==> src/rtl/pe_slice_sequencer_if.sv <==
// ---------------------------------------------------------------------------
// pe_slice_sequencer_if
//
// Bundles the two handshakes of the slice sequencer:
//   - operand side : in_valid / in_ready, in_0, in_1, prec_0, prec_1
//   - brick side   : out_valid / out_ready, out_0, out_1, out_shift,
//                    out_sel, out_last
//
// Modports:
//   slave  - the sequencer itself (accepts operands, issues bricks)
//   master - the environment around it (operand buffer upstream and the
//            PE downstream, seen as one party)
// ---------------------------------------------------------------------------
interface pe_slice_sequencer_if #(
   parameter int DATA_WIDTH  = 8,
   parameter int SLICE_WIDTH = 2,
   parameter int ACC_WIDTH   = 16
);
   localparam int NUM_SLICES  = DATA_WIDTH / SLICE_WIDTH;
   localparam int PREC_WIDTH  = (NUM_SLICES > 1) ? $clog2(NUM_SLICES) : 1;
   localparam int SHIFT_WIDTH = $clog2(ACC_WIDTH);

   // Operand handshake
   logic                   in_valid;
   logic                   in_ready;
   logic [DATA_WIDTH-1:0]  in_0;
   logic [DATA_WIDTH-1:0]  in_1;
   logic [PREC_WIDTH-1:0]  prec_0;
   logic [PREC_WIDTH-1:0]  prec_1;

   // Brick handshake
   logic                   out_valid;
   logic                   out_ready;
   logic [SLICE_WIDTH-1:0] out_0;
   logic [SLICE_WIDTH-1:0] out_1;
   logic [SHIFT_WIDTH-1:0] out_shift;
   logic                   out_sel;
   logic                   out_last;

   modport slave (
      input  in_valid, in_0, in_1, prec_0, prec_1, out_ready,
      output in_ready, out_valid, out_0, out_1, out_shift, out_sel, out_last
   );

   modport master (
      output in_valid, in_0, in_1, prec_0, prec_1, out_ready,
      input  in_ready, out_valid, out_0, out_1, out_shift, out_sel, out_last
   );
endinterface

==> src/rtl/pe_slice_sequencer.sv <==
// ---------------------------------------------------------------------------
// pe_slice_sequencer
//
// Splits one pair of unsigned operands into SLICE_WIDTH-bit bricks and issues
// every brick pair (i outer, j inner) to the PE, one pair per cycle, along
// with the shift (i+j)*SLICE_WIDTH and an accumulate-select. The PE rebuilds
// the full product by summing out_0*out_1 << out_shift over the transaction.
// Precision per operand is chosen per transaction via prec_0 / prec_1
// (active slices minus one); slices above the precision are never issued.
//
// Ports:
//   clk    - rising-edge clock
//   reset  - asynchronous, active-high; returns to IDLE, clears operands
//   bus    - pe_slice_sequencer_if.slave:
//              in_valid/in_ready, in_0, in_1, prec_0, prec_1  (operand side)
//              out_valid/out_ready, out_0, out_1, out_shift,
//              out_sel, out_last                              (brick side)
//
// All brick-side outputs are registered. in_ready is the only combinational
// output: it also rises on the cycle the final pair is consumed, so a new
// operand pair can follow without a bubble.
// ---------------------------------------------------------------------------
module pe_slice_sequencer #(
   parameter int DATA_WIDTH  = 8,
   parameter int SLICE_WIDTH = 2,
   parameter int ACC_WIDTH   = 16
) (
   input logic                clk,
   input logic                reset,
   pe_slice_sequencer_if.slave bus
);
   localparam int NUM_SLICES  = DATA_WIDTH / SLICE_WIDTH;
   localparam int PREC_WIDTH  = (NUM_SLICES > 1) ? $clog2(NUM_SLICES) : 1;
   localparam int SHIFT_WIDTH = $clog2(ACC_WIDTH);

   typedef enum logic {
      IDLE  = 1'b0,
      ISSUE = 1'b1
   } state_e;

   // ------------------------------------------------------------------------
   // State
   // ------------------------------------------------------------------------
   state_e                 state_q,     state_d;
   logic [DATA_WIDTH-1:0]  a_q,         a_d;
   logic [DATA_WIDTH-1:0]  b_q,         b_d;
   logic [PREC_WIDTH-1:0]  p0_q,        p0_d;
   logic [PREC_WIDTH-1:0]  p1_q,        p1_d;
   // (i_q, j_q) is the pair currently presented on the outputs.
   logic [PREC_WIDTH-1:0]  i_q,         i_d;
   logic [PREC_WIDTH-1:0]  j_q,         j_d;
   logic [SLICE_WIDTH-1:0] out_0_q,     out_0_d;
   logic [SLICE_WIDTH-1:0] out_1_q,     out_1_d;
   logic [SHIFT_WIDTH-1:0] out_shift_q, out_shift_d;
   logic                   out_sel_q,   out_sel_d;
   logic                   out_last_q,  out_last_d;

   logic                   out_valid;
   logic                   in_ready;
   logic                   in_fire;
   logic                   out_fire;
   logic                   load_pair;

   // ------------------------------------------------------------------------
   // Helpers
   // ------------------------------------------------------------------------
   // Slice k of v, slice 0 at the LSB.
   function automatic logic [SLICE_WIDTH-1:0] slice_of(
      input logic [DATA_WIDTH-1:0] v,
      input logic [PREC_WIDTH-1:0] k
   );
      logic [DATA_WIDTH-1:0] shifted;
      shifted = v >> (int'(k) * SLICE_WIDTH);
      return shifted[SLICE_WIDTH-1:0];
   endfunction

   // Weight of brick pair (i, j) in the accumulator. The largest value,
   // 2*(NUM_SLICES-1)*SLICE_WIDTH, always fits because ACC_WIDTH covers a
   // full 2*DATA_WIDTH product.
   function automatic logic [SHIFT_WIDTH-1:0] shift_of(
      input logic [PREC_WIDTH-1:0] i,
      input logic [PREC_WIDTH-1:0] j
   );
      int s;
      s = (int'(i) + int'(j)) * SLICE_WIDTH;
      return SHIFT_WIDTH'(s);
   endfunction

   // ------------------------------------------------------------------------
   // Handshakes
   // ------------------------------------------------------------------------
   // The state bit is itself a register, so out_valid stays registered.
   assign out_valid = (state_q == ISSUE);
   assign out_fire  = out_valid && bus.out_ready;
   // Ready in IDLE, or while the final pair is being consumed (no bubble).
   assign in_ready  = (state_q == IDLE) || (out_fire && out_last_q);
   assign in_fire   = bus.in_valid && in_ready;

   // ------------------------------------------------------------------------
   // Next-state and output logic
   // ------------------------------------------------------------------------
   always_comb begin
      // NOTE: every variable gets its hold value first so no path through
      // this block leaves one unassigned, which would infer a latch.
      state_d     = state_q;
      a_d         = a_q;
      b_d         = b_q;
      p0_d        = p0_q;
      p1_d        = p1_q;
      i_d         = i_q;
      j_d         = j_q;
      out_0_d     = out_0_q;
      out_1_d     = out_1_q;
      out_shift_d = out_shift_q;
      out_sel_d   = out_sel_q;
      out_last_d  = out_last_q;
      load_pair   = 1'b0;

      if (in_fire) begin
         // New operand pair; in ISSUE this only happens on the final pair's
         // transfer, so the previous transaction is already complete.
         state_d   = ISSUE;
         a_d       = bus.in_0;
         b_d       = bus.in_1;
         p0_d      = bus.prec_0;
         p1_d      = bus.prec_1;
         i_d       = '0;
         j_d       = '0;
         load_pair = 1'b1;
      end else if (out_fire) begin
         if (out_last_q) begin
            state_d = IDLE;
         end else if (j_q == p1_q) begin
            i_d       = i_q + PREC_WIDTH'(1);
            j_d       = '0;
            load_pair = 1'b1;
         end else begin
            j_d       = j_q + PREC_WIDTH'(1);
            load_pair = 1'b1;
         end
      end

      // Outputs change only when a new pair is presented; a stall or an
      // idle period leaves them at their last values.
      if (load_pair) begin
         out_0_d     = slice_of(a_d, i_d);
         out_1_d     = slice_of(b_d, j_d);
         out_shift_d = shift_of(i_d, j_d);
         out_sel_d   = (i_d != '0) || (j_d != '0);
         out_last_d  = (i_d == p0_d) && (j_d == p1_d);
      end
   end

   // ------------------------------------------------------------------------
   // Registers
   // ------------------------------------------------------------------------
   always_ff @(posedge clk or posedge reset) begin
      if (reset) begin
         // NOTE: the operand latches are reset too, so a transaction cut
         // short by reset leaves nothing behind to leak into the next one.
         state_q     <= IDLE;
         a_q         <= '0;
         b_q         <= '0;
         p0_q        <= '0;
         p1_q        <= '0;
         i_q         <= '0;
         j_q         <= '0;
         out_0_q     <= '0;
         out_1_q     <= '0;
         out_shift_q <= '0;
         out_sel_q   <= 1'b0;
         out_last_q  <= 1'b0;
      end else begin
         // NOTE: non-blocking assignments make every register sample the
         // pre-edge values, independent of statement order.
         state_q     <= state_d;
         a_q         <= a_d;
         b_q         <= b_d;
         p0_q        <= p0_d;
         p1_q        <= p1_d;
         i_q         <= i_d;
         j_q         <= j_d;
         out_0_q     <= out_0_d;
         out_1_q     <= out_1_d;
         out_shift_q <= out_shift_d;
         out_sel_q   <= out_sel_d;
         out_last_q  <= out_last_d;
      end
   end

   // ------------------------------------------------------------------------
   // Outputs
   // ------------------------------------------------------------------------
   assign bus.in_ready  = in_ready;
   assign bus.out_valid = out_valid;
   assign bus.out_0     = out_0_q;
   assign bus.out_1     = out_1_q;
   assign bus.out_shift = out_shift_q;
   assign bus.out_sel   = out_sel_q;
   assign bus.out_last  = out_last_q;

   // ------------------------------------------------------------------------
   // Properties
   // ------------------------------------------------------------------------
   // A stalled pair is held unchanged until the PE takes it.
   stall_hold_a : assert property (@(posedge clk) disable iff (reset)
      (out_valid && !bus.out_ready) |=>
         (out_valid && $stable(out_0_q) && $stable(out_1_q) &&
          $stable(out_shift_q) && $stable(out_sel_q) && $stable(out_last_q)));

   // A pair that is both first and last only exists for a 1x1 transaction.
   single_pair_a : assert property (@(posedge clk) disable iff (reset)
      (out_valid && out_last_q && !out_sel_q) |->
         ((p0_q == '0) && (p1_q == '0)));
endmodule

==> src/flat_wrapper.sv <==
// flat-port wrapper written by rule: the top's interface ports become plain ports
module pe_slice_sequencer_flat 
#(
   parameter int DATA_WIDTH  = 8,
   parameter int SLICE_WIDTH = 2,
   parameter int ACC_WIDTH   = 16
)
  (clk, reset, bus_in_valid, bus_in_0, bus_in_1, bus_prec_0, bus_prec_1, bus_out_ready, bus_in_ready, bus_out_valid, bus_out_0, bus_out_1, bus_out_shift, bus_out_sel, bus_out_last);
  pe_slice_sequencer_if #(.DATA_WIDTH(DATA_WIDTH), .SLICE_WIDTH(SLICE_WIDTH), .ACC_WIDTH(ACC_WIDTH)) bus_i ();
  input logic clk;
  input logic reset;
  input wire logic [$bits(bus_i.in_valid)-1:0] bus_in_valid;
  input wire logic [$bits(bus_i.in_0)-1:0] bus_in_0;
  input wire logic [$bits(bus_i.in_1)-1:0] bus_in_1;
  input wire logic [$bits(bus_i.prec_0)-1:0] bus_prec_0;
  input wire logic [$bits(bus_i.prec_1)-1:0] bus_prec_1;
  input wire logic [$bits(bus_i.out_ready)-1:0] bus_out_ready;
  output wire logic [$bits(bus_i.in_ready)-1:0] bus_in_ready;
  output wire logic [$bits(bus_i.out_valid)-1:0] bus_out_valid;
  output wire logic [$bits(bus_i.out_0)-1:0] bus_out_0;
  output wire logic [$bits(bus_i.out_1)-1:0] bus_out_1;
  output wire logic [$bits(bus_i.out_shift)-1:0] bus_out_shift;
  output wire logic [$bits(bus_i.out_sel)-1:0] bus_out_sel;
  output wire logic [$bits(bus_i.out_last)-1:0] bus_out_last;
  assign bus_i.in_valid = bus_in_valid;
  assign bus_i.in_0 = bus_in_0;
  assign bus_i.in_1 = bus_in_1;
  assign bus_i.prec_0 = bus_prec_0;
  assign bus_i.prec_1 = bus_prec_1;
  assign bus_i.out_ready = bus_out_ready;
  assign bus_in_ready = bus_i.in_ready;
  assign bus_out_valid = bus_i.out_valid;
  assign bus_out_0 = bus_i.out_0;
  assign bus_out_1 = bus_i.out_1;
  assign bus_out_shift = bus_i.out_shift;
  assign bus_out_sel = bus_i.out_sel;
  assign bus_out_last = bus_i.out_last;
  pe_slice_sequencer #(.DATA_WIDTH(DATA_WIDTH), .SLICE_WIDTH(SLICE_WIDTH), .ACC_WIDTH(ACC_WIDTH)) u_core (.clk(clk), .reset(reset), .bus(bus_i));
endmodule
==> config.mk <==
export PLATFORM = sky130hd
export DESIGN_NAME = pe_slice_sequencer_flat
export DESIGN_NICKNAME = d
export VERILOG_FILES = /design/src/rtl/pe_slice_sequencer_if.sv /design/src/rtl/pe_slice_sequencer.sv /design/src/flat_wrapper.sv
export SDC_FILE = /design/constraint.sdc
export NUM_CORES = 1
export LEC_CHECK = 0
export CAP_MARGIN = 20
export CELL_PAD_IN_SITES_DETAIL_PLACEMENT = 0
export CELL_PAD_IN_SITES_GLOBAL_PLACEMENT = 1
export CORE_MARGIN = 2
export CORE_UTILIZATION = 40
export DETAILED_ROUTE_END_ITERATION = 7
export GPL_ROUTABILITY_DRIVEN = 0
export GPL_TIMING_DRIVEN = 0
export PLACE_DENSITY = 0.84
export SYNTH_ARGS = -nofsm -noshare
export SYNTH_HDL_FRONTEND = slang
export SYNTH_SLANG_ARGS = --single-unit
export TNS_END_PERCENT = 30
==> constraint.sdc <==
create_clock -name clk -period 2.65 [get_ports clk]
set_clock_uncertainty 0.15 [all_clocks]
set_input_delay 0.3975 -clock clk [delete_from_list [all_inputs] [get_ports clk]]
set_output_delay 0.3975 -clock clk [all_outputs]
set_load 0.01 [all_outputs]
Word-level counts from Yosys, hierarchy flattened
Cells that the tools add are included.

Register bits: 34. Bits of input ports: 24. Output and inout port bits: 12. Logic and storage cells: 50.

$add $sub $neg: 3. Eq/ne operators: 3. Shift operators: 2. Mux-type cells: 18. Bitwise logic cells: 1. Reduce and logical (&&, ||, !) cells: 11.

Operator list (count): 2-bit two-way mux (10); 8-bit two-way mux (2); 8-bit by 3-bit right shift with 2-bit output (2); 2-bit nonzero test (4); 2-bit == test (3); 1-bit two-way mux (6); 2-bit by 1-bit adder with 2-bit output, second input constant (2); 1-bit logical AND (4); 2-bit by 2-bit adder with 3-bit output (1); 1-bit logical OR (2); 2-bit AND reduction (1); 1-bit inverter (1).

Depth between registers and ports, before layout
Gate-level depths: netlist of the first run.

Depth after elaboration: 7. Gate-level depth with buffers: 9. Mapped depth without buffers: 8.

Least setup slack after synthesis of the first run
No wires, ideal clock.

Path kind: register -> register. Start point: register u_core.out_last_q, in the netlist u_core.bus.out_last. End point: register u_core.out_shift_q[2], in the netlist u_core.bus.out_shift[2]. Setup time: 0.125 ns. Arrival time: 1.997 ns. Data required time: 2.375 ns. Setup slack: 0.378 ns. Stages on the path, launching flop included: 8. Buffers on the path: 1. Clock period less this slack: 2.272 ns. Cell sequence: dfrtp_1 > nand2b_1 > a21o_1 > clkbuf_1 > mux2_2 > ha_1 > ha_1 > mux2_2.

Cells in the longest elaborated chain, start to end: 5. Elaborated cells on any way between the ends: 13. Those cells by class: add/sub (1); mux (9); reduce/logical (3).

RTL lines: from (decl) (RTL line pe_slice_sequencer.sv:56) `logic out_last_q, out_last_d;`; from (signal assigned) (RTL line pe_slice_sequencer.sv:187) `out_last_q <= out_last_d;`; 1-bit logical AND (RTL line pe_slice_sequencer.sv:96) `assign in_ready = (state_q == IDLE) || (out_fire && out_last_q);`; 1-bit logical OR (RTL line pe_slice_sequencer.sv:96); 1-bit logical AND (RTL line pe_slice_sequencer.sv:97) `assign in_fire = bus.in_valid && in_ready;`; 2-bit two-way mux (RTL line pe_slice_sequencer.sv:119) `if (in_fire) begin`; 2-bit by 2-bit adder with 3-bit output (RTL line pe_slice_sequencer.sv:85) `s = (int'(i) + int'(j)) * SLICE_WIDTH;`; to (signal assigned) (RTL line pe_slice_sequencer.sv:185) `out_shift_q <= out_shift_d;`; to (decl) (RTL line pe_slice_sequencer.sv:54) `logic [SHIFT_WIDTH-1:0] out_shift_q, out_shift_d;`.

Parallel ways exist; a longest one is shown, timed or not. A chain may end at the register's enable or synchronous reset.

Final worst setup path of the first run
Start point: input bus_in_valid. End point: register u_core.out_shift_q[2], in the netlist u_core.bus.out_shift[2].

Cells in the longest elaborated chain, start to end: 3. Elaborated cells on any way between the ends: 5. Those cells by class: add/sub (1); mux (3); reduce/logical (1).

RTL lines: from (decl) (RTL line flat_wrapper.sv:12) `input wire logic [$bits(bus_i.in_valid)-1:0] bus_in_valid;`; 1-bit logical AND * (RTL line pe_slice_sequencer.sv:97); 2-bit two-way mux (RTL line pe_slice_sequencer.sv:119); 2-bit by 2-bit adder with 3-bit output (RTL line pe_slice_sequencer.sv:85).

Every way passes the cells marked *; elsewhere a longest branch is shown, timed or not.

==> metrics.cfg, run 1 <==
[synth]
synth_enable_flop_cells = 0
post_synth_num_cell_types = 45
ys_dominant_reg_cell = sky130_fd_sc_hd__dfrtp_1
yosys_warnings = 0
synthesis.area_um2 = 1910
syn_area_per_cell_um2 = 11.0
synth_seq_cells = 34
synth_area_leader_cell = sky130_fd_sc_hd__dfrtp_1
synth_top_cells_by_area = sky130_fd_sc_hd__dfrtp_1 44%, sky130_fd_sc_hd__mux2_2 8.8%, sky130_fd_sc_hd__mux2i_1 5.8%, sky130_fd_sc_hd__nand2_1 5.3%, sky130_fd_sc_hd__xnor2_4 2.9%
ys_seq_area_share_pct = 44.5
syn_nets = 200
synth_cells = 174
top_cell_type_s_share_of_synthesized_area_pct = 44.5
postSynth.asyncResetShare_pct = 100

[power_and_ir_drop]
combPwrFrac_pct = 53.2
sequentialPowerShare_pct = 32.8
peakVddDrop_mv = 0.658
p_switching_mw = 1.08
clock_power_share_pct = 14.0
power.share.switching_pct = 38.2
p_int_mw = 1.75
power.static_leakage_nw = 1.07
p_per_area_nw_per_um2 = 1160

[timing]
final_min_period_over_clock_period_pct = 95.7
hold-worst-slack_ps = 326
hold_violations = 0
period_minus_slack_ps = 2540
rsz_0062_raised_after_global_routing = no
timing.final.setup_violations = 0
clock.fmax_mhz = 394
tightestPinTransition_ps = 693
worst_slew_margin_rel_pct = 53.8
drv_slew = 0

[critical_path]
timing_worst_setup_path_type = input port to flop
worst_ep_required_time_ps = 2670
cp.arrival_ps = 2550
worstSetupStartpointType = input port
critical_path.max_fanout = 10
critical_path.endpoint_type = flop

[run_status]
outcome = completed

[place]
count_of_buffers_inserted_at_the_top_level_ports = 34
dp.final_hpwl_um = 3010
dp_cells = 263

[routing]
drtPass1Iterations = 4
detail_route.drc_violations = 0
routedWlPerCell_um = 14.7
totalWireLength_um = 3990
vias_per_std_cell = 5.21
num_vias = 1411
initialDrtViolationCount = 66
detail-route-antenna-nets = 0

[cts]
clk-insertion-delay-late_ps = 280
maximum_root_to_sink_buffer_count = 2
clock_tree_from_tritoncts = yes
clock-root-buffer = sky130_fd_sc_hd__clkbuf_8
cts-buffers-inserted = 5
cts_sinks = 34
setup_buffers_after_cts = 0
clock_slew_at_reported_path_ffs_ps = 70
cts_max_level = 2

[global_route]
antenna_found_initial = 0
grt_use_total_pct = 16.6
overflow = 0
maximum_number_of_pins_on_one_net_before_global_route_repair = 21
grt_pass1_wl_um = 6770
grt_pass1_vias = 1385

[die]
initial_core_utilization_pct = 41.0
fp-row-count = 25
die_w_um = 73.2
fp.dieArea_um2 = 5350
ios = 36
height_of_the_chip_um = 73.2
core_area_um2 = 4660

[layout]
final_layout_size_suffix_gt1_share_pct = 21.7
antennaDiodeCount = 0
flow.area_growth_from_synthesis_pct = 27.7
design.final.nets = 242
stdcell_count = 271

[run]
max_cap_violations = 0

[min_path]
worstHoldPathType = flop to flop

worst paths after layout:
check,start,endpoint,slack [ps],cells past startpoint
worst max register to register,u_core.j_q[0]$_DFF_PP0_,u_core.bus.out_shift[2]$_DFFE_PP0P_,240,8
worst min-delay path,u_core.b_q[1]$_DFF_PP0_,u_core.b_q[1]$_DFF_PP0_,330,2
max in group asynchronous,reset,u_core.bus.out_valid$_DFFE_PP0P_,1440,3
worst max-delay path,bus_in_valid,u_core.bus.out_shift[2]$_DFFE_PP0P_,110,8
min in group asynchronous,reset,u_core.b_q[7]$_DFF_PP0_,370,2
worst min register to register,u_core.b_q[1]$_DFF_PP0_,u_core.b_q[1]$_DFF_PP0_,330,2
layout make-up:
cell class / instances / area [µm²]
Multi-Input combinational cell: 124 / 975
Tap cell: 54 / 67.6
Timing Repair Buffer: 35 / 368
Inverter: 7 / 26.3
Clock inverter: 1 / 5.00
Sequential cell: 34 / 851
Clock buffer: 7 / 86.3
Buffer: 9 / 63.8
Fill cell: 430 / 2220
critical path: stages:
cell and delay [ps]:
sky130_fd_sc_hd__clkdlybuf4s50_1 620, sky130_fd_sc_hd__inv_2 120, sky130_fd_sc_hd__a21o_1 210, sky130_fd_sc_hd__clkbuf_2 210, sky130_fd_sc_hd__mux2_2 300, sky130_fd_sc_hd__ha_1 180
sky130_fd_sc_hd__ha_1 260, sky130_fd_sc_hd__mux2_2 250
layer usage:
metal | GRT usage [%] | vias to the layer above | part of all wire (%)
met4 | 4.94 | 0 | 1.3
met1 | 21.9 | 686 | 44
met3 | 3.31 | 6 | 3.2
li1 | - | 695 | -
met2 | 27.3 | 24 | 51
met5 | 0 | - | 0
through the flow:
stage	setup TNS [ps]	total power [mW]	instance area (µm²)	utilization, %	setup slack [ps]
finish	0	2.83	2440	52.4	115
global route	0	3.05	2440	52.4	1.93
CTS	0	2.86	2440	52.3	30.7
detailed placement	-659	2.45	2350	50.4	-277
global placement	-558	2.42	2320	49.8	-271
floorplan	0	2.03	1910	-	378
registers in the layout, summed over array words and instances, names as in the netlist, 2 cells and up:
register and count:
u_core.a_q 8, u_core.bus.out_0 2, u_core.p1_q 2, u_core.bus.out_1 2, u_core.j_q 2, u_core.i_q 2, u_core.bus.out_shift 3, u_core.b_q 8
u_core.p0_q 2
power by group through the flow:
stage	logic, mW	registers, mW	clock network (mW)
final	1.51	0.930	0.396
after global routing	1.65	0.964	0.432
after CTS	1.52	0.932	0.406
after detailed placement	1.51	0.939	0
after global placement	1.49	0.929	0
after floorplan	1.09	0.935	0
cell usage in the layout, fill, tap and decap left out, drive strengths merged:
cell type / synthesis / routed
clkinv: 0 / 1
o211ai: 4 / 4
o22ai: 3 / 3
o21ai: 10 / 10
nor2b: 2 / 2
a21o: 2 / 2
mux2: 17 / 17
o221ai: 2 / 2
a21boi: 1 / 1
clkbuf: 3 / 10
inv: 7 / 7
clkdlybuf4s50: 0 / 34
o21bai: 3 / 3
nand4: 3 / 3
mux2i: 13 / 13
ha: 2 / 2
buf: 6 / 7
nor2: 5 / 5
xnor2: 4 / 4
nand3: 1 / 1
nor3b: 1 / 1
nand3b: 2 / 2
a21oi: 8 / 8
nor4: 1 / 1
nand2b: 5 / 5
a31oi: 1 / 1
and3b: 1 / 1
nand2: 28 / 28
dfrtp: 34 / 34
a41oi: 1 / 1
xor2: 1 / 1
conb: 1 / 1
o22a: 2 / 2
kinds of logic after synthesis:
kind of cell | Yosys count | synth area share (%)
flip-flops | 34 | 44.5
multiplexers | 30 | 18.1
AND/OR/NAND/NOR | 49 | 13.3
other | 1 | 0.196
buffers and inverters | 16 | 4.58
AO/OA/AOI/OAI | 37 | 13.7
adder cells (fa/ha/maj) | 2 | 1.31
XOR/XNOR | 5 | 4.25
cells in the mapped netlist, types with 3 or more instances:
master,n
sky130_fd_sc_hd__o21ai_1,5
sky130_fd_sc_hd__inv_1,5
sky130_fd_sc_hd__clkbuf_1,3
sky130_fd_sc_hd__a21oi_1,6
sky130_fd_sc_hd__mux2i_1,11
sky130_fd_sc_hd__o21bai_1,3
sky130_fd_sc_hd__o21ai_0,5
sky130_fd_sc_hd__nand2b_1,4
sky130_fd_sc_hd__nor2_1,4
sky130_fd_sc_hd__mux2_2,15
sky130_fd_sc_hd__nand2_1,27
sky130_fd_sc_hd__o22ai_1,3
sky130_fd_sc_hd__dfrtp_1,34
sky130_fd_sc_hd__buf_4,3
repair_timing:
action	CTS	global route
gates resized for setup	0	4
hold buffers	0	0
hold endpoints to repair	0	0
setup endpoints to repair	0	1
No activity file was read; power rests on OpenSTA's default activity.
==> run 2: changes to the inputs <==
--- a/config.mk
+++ b/config.mk
@@ -14,6 +14,7 @@
 export GPL_ROUTABILITY_DRIVEN = 0
 export GPL_TIMING_DRIVEN = 0
 export PLACE_DENSITY = 0.84
+export SLEW_MARGIN = 20
 export SYNTH_ARGS = -nofsm -noshare
 export SYNTH_HDL_FRONTEND = slang
 export SYNTH_SLANG_ARGS = --single-unit
==> metrics.cfg, run 2 (same netlist as run 1, synthesis figures left out) <==
[run_status]
outcome = completed

[global_route]
antenna_found_initial = 0  ; unchanged
grt_pass1_vias = 1403  ; +1.3%
grt_pass1_wl_um = 6710  ; -0.81%
maximum_number_of_pins_on_one_net_before_global_route_repair = 35  ; +67%
grt_use_total_pct = 16.6  ; +0.058 points
overflow = 0  ; unchanged

[routing]
detail_route.drc_violations = 0  ; unchanged
totalWireLength_um = 4050  ; +1.5%
detail-route-antenna-nets = 0  ; unchanged
drtPass1Iterations = 4  ; unchanged
vias_per_std_cell = 5.29  ; +1.7%
initialDrtViolationCount = 39  ; -41%
num_vias = 1429  ; +1.3%
routedWlPerCell_um = 15.0  ; +1.9%

[power_and_ir_drop]
power.static_leakage_nw = 1.06  ; -1.3%
peakVddDrop_mv = 0.625  ; -5.0%
p_per_area_nw_per_um2 = 1180  ; +1.6%

[critical_path]
critical_path.endpoint_type = flop
worst_ep_required_time_ps = 2680  ; about the same
timing.critical_path.cells = clkdlybuf4s50_1 > inv_2 > a21o_1 > clkbuf_2 > mux2_2 > ha_1 > ha_1 > mux2_2
worstSetupStartpointType = input port
critical_path.max_fanout = 10  ; unchanged
max_stage_delay_ps = 640  ; +20 ps
crit_path_top_delay_cell = sky130_fd_sc_hd__clkdlybuf4s50_1
cp.arrival_ps = 2590  ; +40 ps
timing_worst_setup_path_type = input port to flop

[timing]
rsz_0062_raised_after_global_routing = no
timing.final.setup_violations = 0  ; unchanged
setup-tns-final_ps = 0  ; unchanged
final_min_period_over_clock_period_pct = 96.6  ; +0.91 points
drv_slew = 0  ; unchanged
clock.fmax_mhz = 391  ; -0.94%
worst_slew_margin_rel_pct = 51.6  ; -2.2 points
period_minus_slack_ps = 2560  ; +24.1 ps
hold_violations = 0  ; unchanged
tightestPinTransition_ps = 726  ; +33.0 ps

[cts]
clock_tree_from_tritoncts = yes
maximum_root_to_sink_buffer_count = 2  ; unchanged
cts_sinks = 34  ; unchanged
ctsHoldBuffers = 0  ; unchanged
clock_slew_at_reported_path_ffs_ps = 70  ; about the same
clk-insertion-delay-late_ps = 290  ; about the same
setup_buffers_after_cts = 0  ; unchanged
cts_max_level = 2  ; unchanged
clock-root-buffer = sky130_fd_sc_hd__clkbuf_8
cts-buffers-inserted = 5  ; unchanged

[layout]
seq_area_um2 = 851  ; unchanged
design.final.nets = 241  ; -0.41%
flow.area_growth_from_synthesis_pct = 26.2
antennaDiodeCount = 0  ; unchanged
top_library_cells_by_usage_in_the_layout_fill_and_taps_aside = 34 x sky130_fd_sc_hd__clkdlybuf4s50_1, 34 x sky130_fd_sc_hd__dfrtp_1, 27 x sky130_fd_sc_hd__nand2_1
fillCellCount = 426  ; -0.93%
layout_cell_area_excl_fill_um2 = 2410  ; -1.1%
final_layout_size_suffix_gt1_share_pct = 21.8  ; +0.10 points
multi_input_comb_area_um2 = 975  ; unchanged

[die]
height_of_the_chip_um = 73.2  ; unchanged
fp-row-count = 25  ; unchanged
ios = 36  ; unchanged
initial_core_utilization_pct = 41.0  ; unchanged
fp.dieArea_um2 = 5350  ; unchanged
core_area_um2 = 4660  ; unchanged
die_w_um = 73.2  ; unchanged

[min_path]
worstHoldPathType = flop to flop

[place]
count_of_buffers_inserted_at_the_top_level_ports = 34  ; unchanged
dp.final_hpwl_um = 2960  ; -1.8%
postPlaceCellArea_um2 = 2320  ; -1.2%

[run]
max_cap_violations = 0  ; unchanged

-- run 2: area by class of cell --
| class | count | area share [%] |
|---|---|---|
| Clock inverter | 1 | 0.207 |
| Sequential cell | 34 | 35.2 |
| Multi-Input combinational cell | 124 | 40.4 |
| Inverter | 7 | 1.09 |
| Tap cell | 54 | 2.80 |
| Clock buffer | 7 | 3.58 |
| Timing Repair Buffer | 34 | 14.1 |
| Buffer | 9 | 2.64 |
-- run 2: path summary, 6_finish.rpt --
check	slack (ps)	cells past startpoint	end	from
worst max-delay path	90	8	u_core.bus.out_shift[2]$_DFFE_PP0P_	bus_in_valid
worst min register to register	330	2	u_core.b_q[1]$_DFF_PP0_	u_core.b_q[1]$_DFF_PP0_
min in group asynchronous	400	2	u_core.b_q[0]$_DFF_PP0_	reset
worst max register to register	200	8	u_core.bus.out_shift[2]$_DFFE_PP0P_	u_core.j_q[1]$_DFF_PP0_
worst min-delay path	330	2	u_core.b_q[1]$_DFF_PP0_	u_core.b_q[1]$_DFF_PP0_
max in group asynchronous	1490	2	u_core.a_q[3]$_DFF_PP0_	reset
-- run 2: power by group --
part / switching (mW) / internal (mW) / total [mW]
clock network: 0.192 / 0.210 / 0.401
registers: 0.161 / 0.769 / 0.930
logic: 0.742 / 0.770 / 1.51
-- run 2: metrics by stage --
| stage | instances | util, % | setup WS (ps) | power [mW] | hold slack [ps] |
|---|---|---|---|---|---|
| 6_report | 270 | 51.8 | 90.6 | 2.84 | 331 |
| 5_1_grt | 270 | 51.8 | 14.1 | 3.06 | 361 |
| 4_1_cts | 270 | 51.8 | 15.2 | 2.87 | 330 |
| 3_5_place_dp | 262 | 49.8 | -292 | 2.46 | 313 |
| 3_3_place_gp | 262 | 49.8 | -271 | 2.42 | 311 |
| 2_1_floorplan | 174 | - | 378 | 2.03 | 296 |
-- run 2: what timing repair did --
item,4_1_cts,5_1_grt
gates resized for setup,0,4
hold endpoints to repair,0,0
setup endpoints to repair,0,1
-- run 2: layer usage --
| metal | vias up | part of all wire, % | global-route usage [%] |
|---|---|---|---|
| met2 | 25 | 48 | 26.0 |
| met3 | 8 | 4.0 | 3.87 |
| met1 | 703 | 46 | 22.5 |
| met4 | 0 | 2.2 | 5.97 |
| li1 | 693 | - | - |
| met5 | - | 0 | 0 |
-- run 2: worst max-delay path: cells and delay by family --
family          cells  cell delay (ps)
compound gates      1              210
buf+inv             3              960
mux                 2              560
fa+ha+maj           2              450
==> RTL edit: new RTL, config.mk and constraints of run 2 <==
`DATA_WIDTH` is set to 8 in 3 places; all go to 16.
--- a/src/rtl/pe_slice_sequencer_if.sv
+++ b/src/rtl/pe_slice_sequencer_if.sv
@@ -12,7 +12,7 @@
 //            PE downstream, seen as one party)
 // ---------------------------------------------------------------------------
 interface pe_slice_sequencer_if #(
-   parameter int DATA_WIDTH  = 8,
+   parameter int DATA_WIDTH  = 16,
    parameter int SLICE_WIDTH = 2,
    parameter int ACC_WIDTH   = 16
 );
--- a/src/rtl/pe_slice_sequencer.sv
+++ b/src/rtl/pe_slice_sequencer.sv
@@ -21,7 +21,7 @@
 // operand pair can follow without a bubble.
 // ---------------------------------------------------------------------------
 module pe_slice_sequencer #(
-   parameter int DATA_WIDTH  = 8,
+   parameter int DATA_WIDTH  = 16,
    parameter int SLICE_WIDTH = 2,
    parameter int ACC_WIDTH   = 16
 ) (
--- a/src/flat_wrapper.sv
+++ b/src/flat_wrapper.sv
@@ -1,7 +1,7 @@
 // flat-port wrapper written by rule: the top's interface ports become plain ports
 module pe_slice_sequencer_flat 
 #(
-   parameter int DATA_WIDTH  = 8,
+   parameter int DATA_WIDTH  = 16,
    parameter int SLICE_WIDTH = 2,
    parameter int ACC_WIDTH   = 16
 )
Ports: changed (resized bus_in_0, bus_in_1, bus_prec_0 and bus_prec_1); port bits go from 36 to 54. The function was not compared with the original's and may differ.
==> RTL edit against run 2 <==
Sequential share of layout area is 2.4 points lower. Design area is 71% higher. Wire length is 100% higher. Power is 64% higher. Combinational power is 72% higher. Setup slack worse by 0.043 ns. Area after synthesis is 67% higher. Global-route usage is 3.3 points higher. Clock power is 47% higher. Via count is 93% higher. Die area is 63% higher. Register-to-register slack worse by 0.15 ns. Fmax is 1.6% lower. Critical path type is now flop to flop. Sequential cell count is 20 higher.
==> RTL edit: results (changes against run 2) <==
| Result | Value | Unit | Change |
|---|---|---|---|
| Outcome | completed | - |  |
| Most frequent cells after synthesis | 89 x nand2_1, 54 x dfrtp_1, 13 x inv_1 | - |  |
| Worst setup slack for register-to-register paths | 0.05 | ns | -0.15 ns |
| CTS sink cnt | 54 | - | +59% |
| Global-route track usage on met2 | 0.322 | - | +0.0617 |
| Sequential cell area fraction in the yosys report | 0.424 | - | -0.0212 |
| Synth Instances | 341 | - | +96% |
| IR Drop Worst-Case VDD | 0.380 | mV | -39% |
| Layout cells sized above 1 | 0.197 | - | -0.0210 |
| Placed cell areas | 0.00383 | mm^2 | +65% |
| Via count of the first global-routing pass | 2759 | - | +97% |
| Wire length of the first global-routing pass | 13500 | um | +100% |
| Met3 capacity usage during global routing | 0.0274 | - | -0.0113 |
| Overall via count from detail_route | 2757 | - | +93% |
| Clock transition at the registers of the reported paths | 0.11 | ns | +0.04 ns |
| Reg2reg path depth | 7 | - | -1 |
| Slowest-stage cell, CP | dfrtp_2 | - |  |
| Met3 routed WL | 407 | um | +150% |
| Xor/xnor cell area share of the yosys netlist | 0.0588 | - | +0.0163 |
| Sum of routed wire segments on met1 | 3810 | um | +100% |
| Routed length on met2 | 3780 | um | +95% |
| Launch point of the worst path | u_core.p1_q[0]$_DFF_PP0_ | - |  |
| Count of inserted antenna diode cells | 0 | - | unchanged |
| Largest delay contributor family on the critical path | compound AO/OA/AOI/OAI gates | - |  |
| Combinational-cell power consumption | 2.59 | mW | +72% |
| Worst max-slew margin expressed relative to the limit | 0.472 | - | -0.0431 |
| Worst hold endpoint | u_core.a_q[1]$_DFF_PP0_ | - |  |
| Final critical-path setup slack | 0.0477 | ns | -0.0429 ns |
| All-layer global routing usage | 0.199 | - | +0.0325 |
| Met1 usage | 0.275 | - | +0.0500 |
| Largest net degree at the start of global routing | 55 | - | +57% |
| CP Max Fanout | 5 | - | -5 |
| Iteration-0 DRC count of the detailed router | 234 | - | +500% |
| Wire length per cell after detailed routing | 15.8 | um | +5.3% |
| End of the worst register-to-register path | u_core.bus.out_shift[3]$_DFFE_PP0P_ | - |  |
| Syn. warnings | 0 | - | unchanged |
| Share of cell area taken by muxes after synthesis | 0.0678 | - | -0.113 |
| Post-synthesis compound-gate area fraction | 0.172 | - | +0.0348 |
| Post-route insts no fill | 514 | - | +90% |
| Pre-Repair DR Iteration Count | 5 | - | +1 |
| Longest individual stage delay on the worst path | 0.48 | ns | -0.16 ns |
| Share of total power in sequential cells | 0.319 | - | -0.008 |
| Pleak | 1.84 | nW | +74% |
| Worst hold start | u_core.a_q[1]$_DFF_PP0_ | - |  |
| Clock latency of the later-clocked register in the worst-skew pair | 0.32 | ns | +0.03 ns |
| Endpoint arrival time on the critical path | 2.69 | ns | +0.10 ns |
| Number of distinct library cell variants in the gate-level netlist after synthesis | 67 | - | +49% |
| Pre-CTS setup slack | -0.762 | ns | -0.470 ns |
| Final net count | 457 | - | +90% |
| Top area cells in the synthesized netlist | dfrtp_1 42%, nand2_1 10%, mux2_2 3.5% | - |  |
| Number of cells in the design after placement | 494 | - | +89% |
| Final HPWL from detailed placement | 5700 | um | +93% |
==> RTL edit: cell count changes in the layout (fill, tap and decap cells not counted), sizes merged, moves of 5 or more <==
| cell | change |
|---|---|
| nand3 | +5 |
| nand2 | +62 |
| nor2 | +6 |
| dfrtp | +20 |
| xnor2 | +6 |
| o22ai | +9 |
| o32ai | +6 |
| mux2 | -7 |
| nor3 | +5 |
| clkdlybuf4s50 | +16 |
| a21boi | +7 |
| inv | +8 |
| buf | +17 |
==> RTL edit: what timing repair did <==
item | CTS | global route
setup buffers | 11 | 1
gates resized for setup | 15 | 16
endpoints found under the setup margin | 12 | 9
pin swaps | 2 | 3
==> RTL edit: final cells by class <==
class	count	area, um^2
Sequential cell	54	1360
Timing Repair Buffer	63	599
Fill cell	687	3590
Clock buffer	5	68.8
Clock inverter	3	48.8
Tap cell	102	128
Multi-Input combinational cell	255	1780
Inverter	15	58.8
Buffer	17	97.6
==> RTL edit: worst max-delay path by stage <==
| stage | endpoint | depth (start not counted) |
|---|---|---|
| after floorplan | u_core.bus.out_shift[3]$_DFFE_PP0P_ | 8 |
| after global placement | u_core.bus.out_shift[3]$_DFFE_PP0P_ | 8 |
| after detailed placement | u_core.bus.out_shift[3]$_DFFE_PP0P_ | 10 |
| after CTS | u_core.bus.out_shift[3]$_DFFE_PP0P_ | 9 |
| after global routing | u_core.bus.out_shift[3]$_DFFE_PP0P_ | 7 |
| final | u_core.bus.out_shift[3]$_DFFE_PP0P_ | 7 |
==> RTL edit: through the flow <==
stage,power (mW),hold WS (ns)
after global placement,3.76,0.302
after detailed placement,3.81,0.308
final,4.68,0.333
after CTS,4.60,0.335
after floorplan,3.14,0.288
after global routing,5.04,0.363
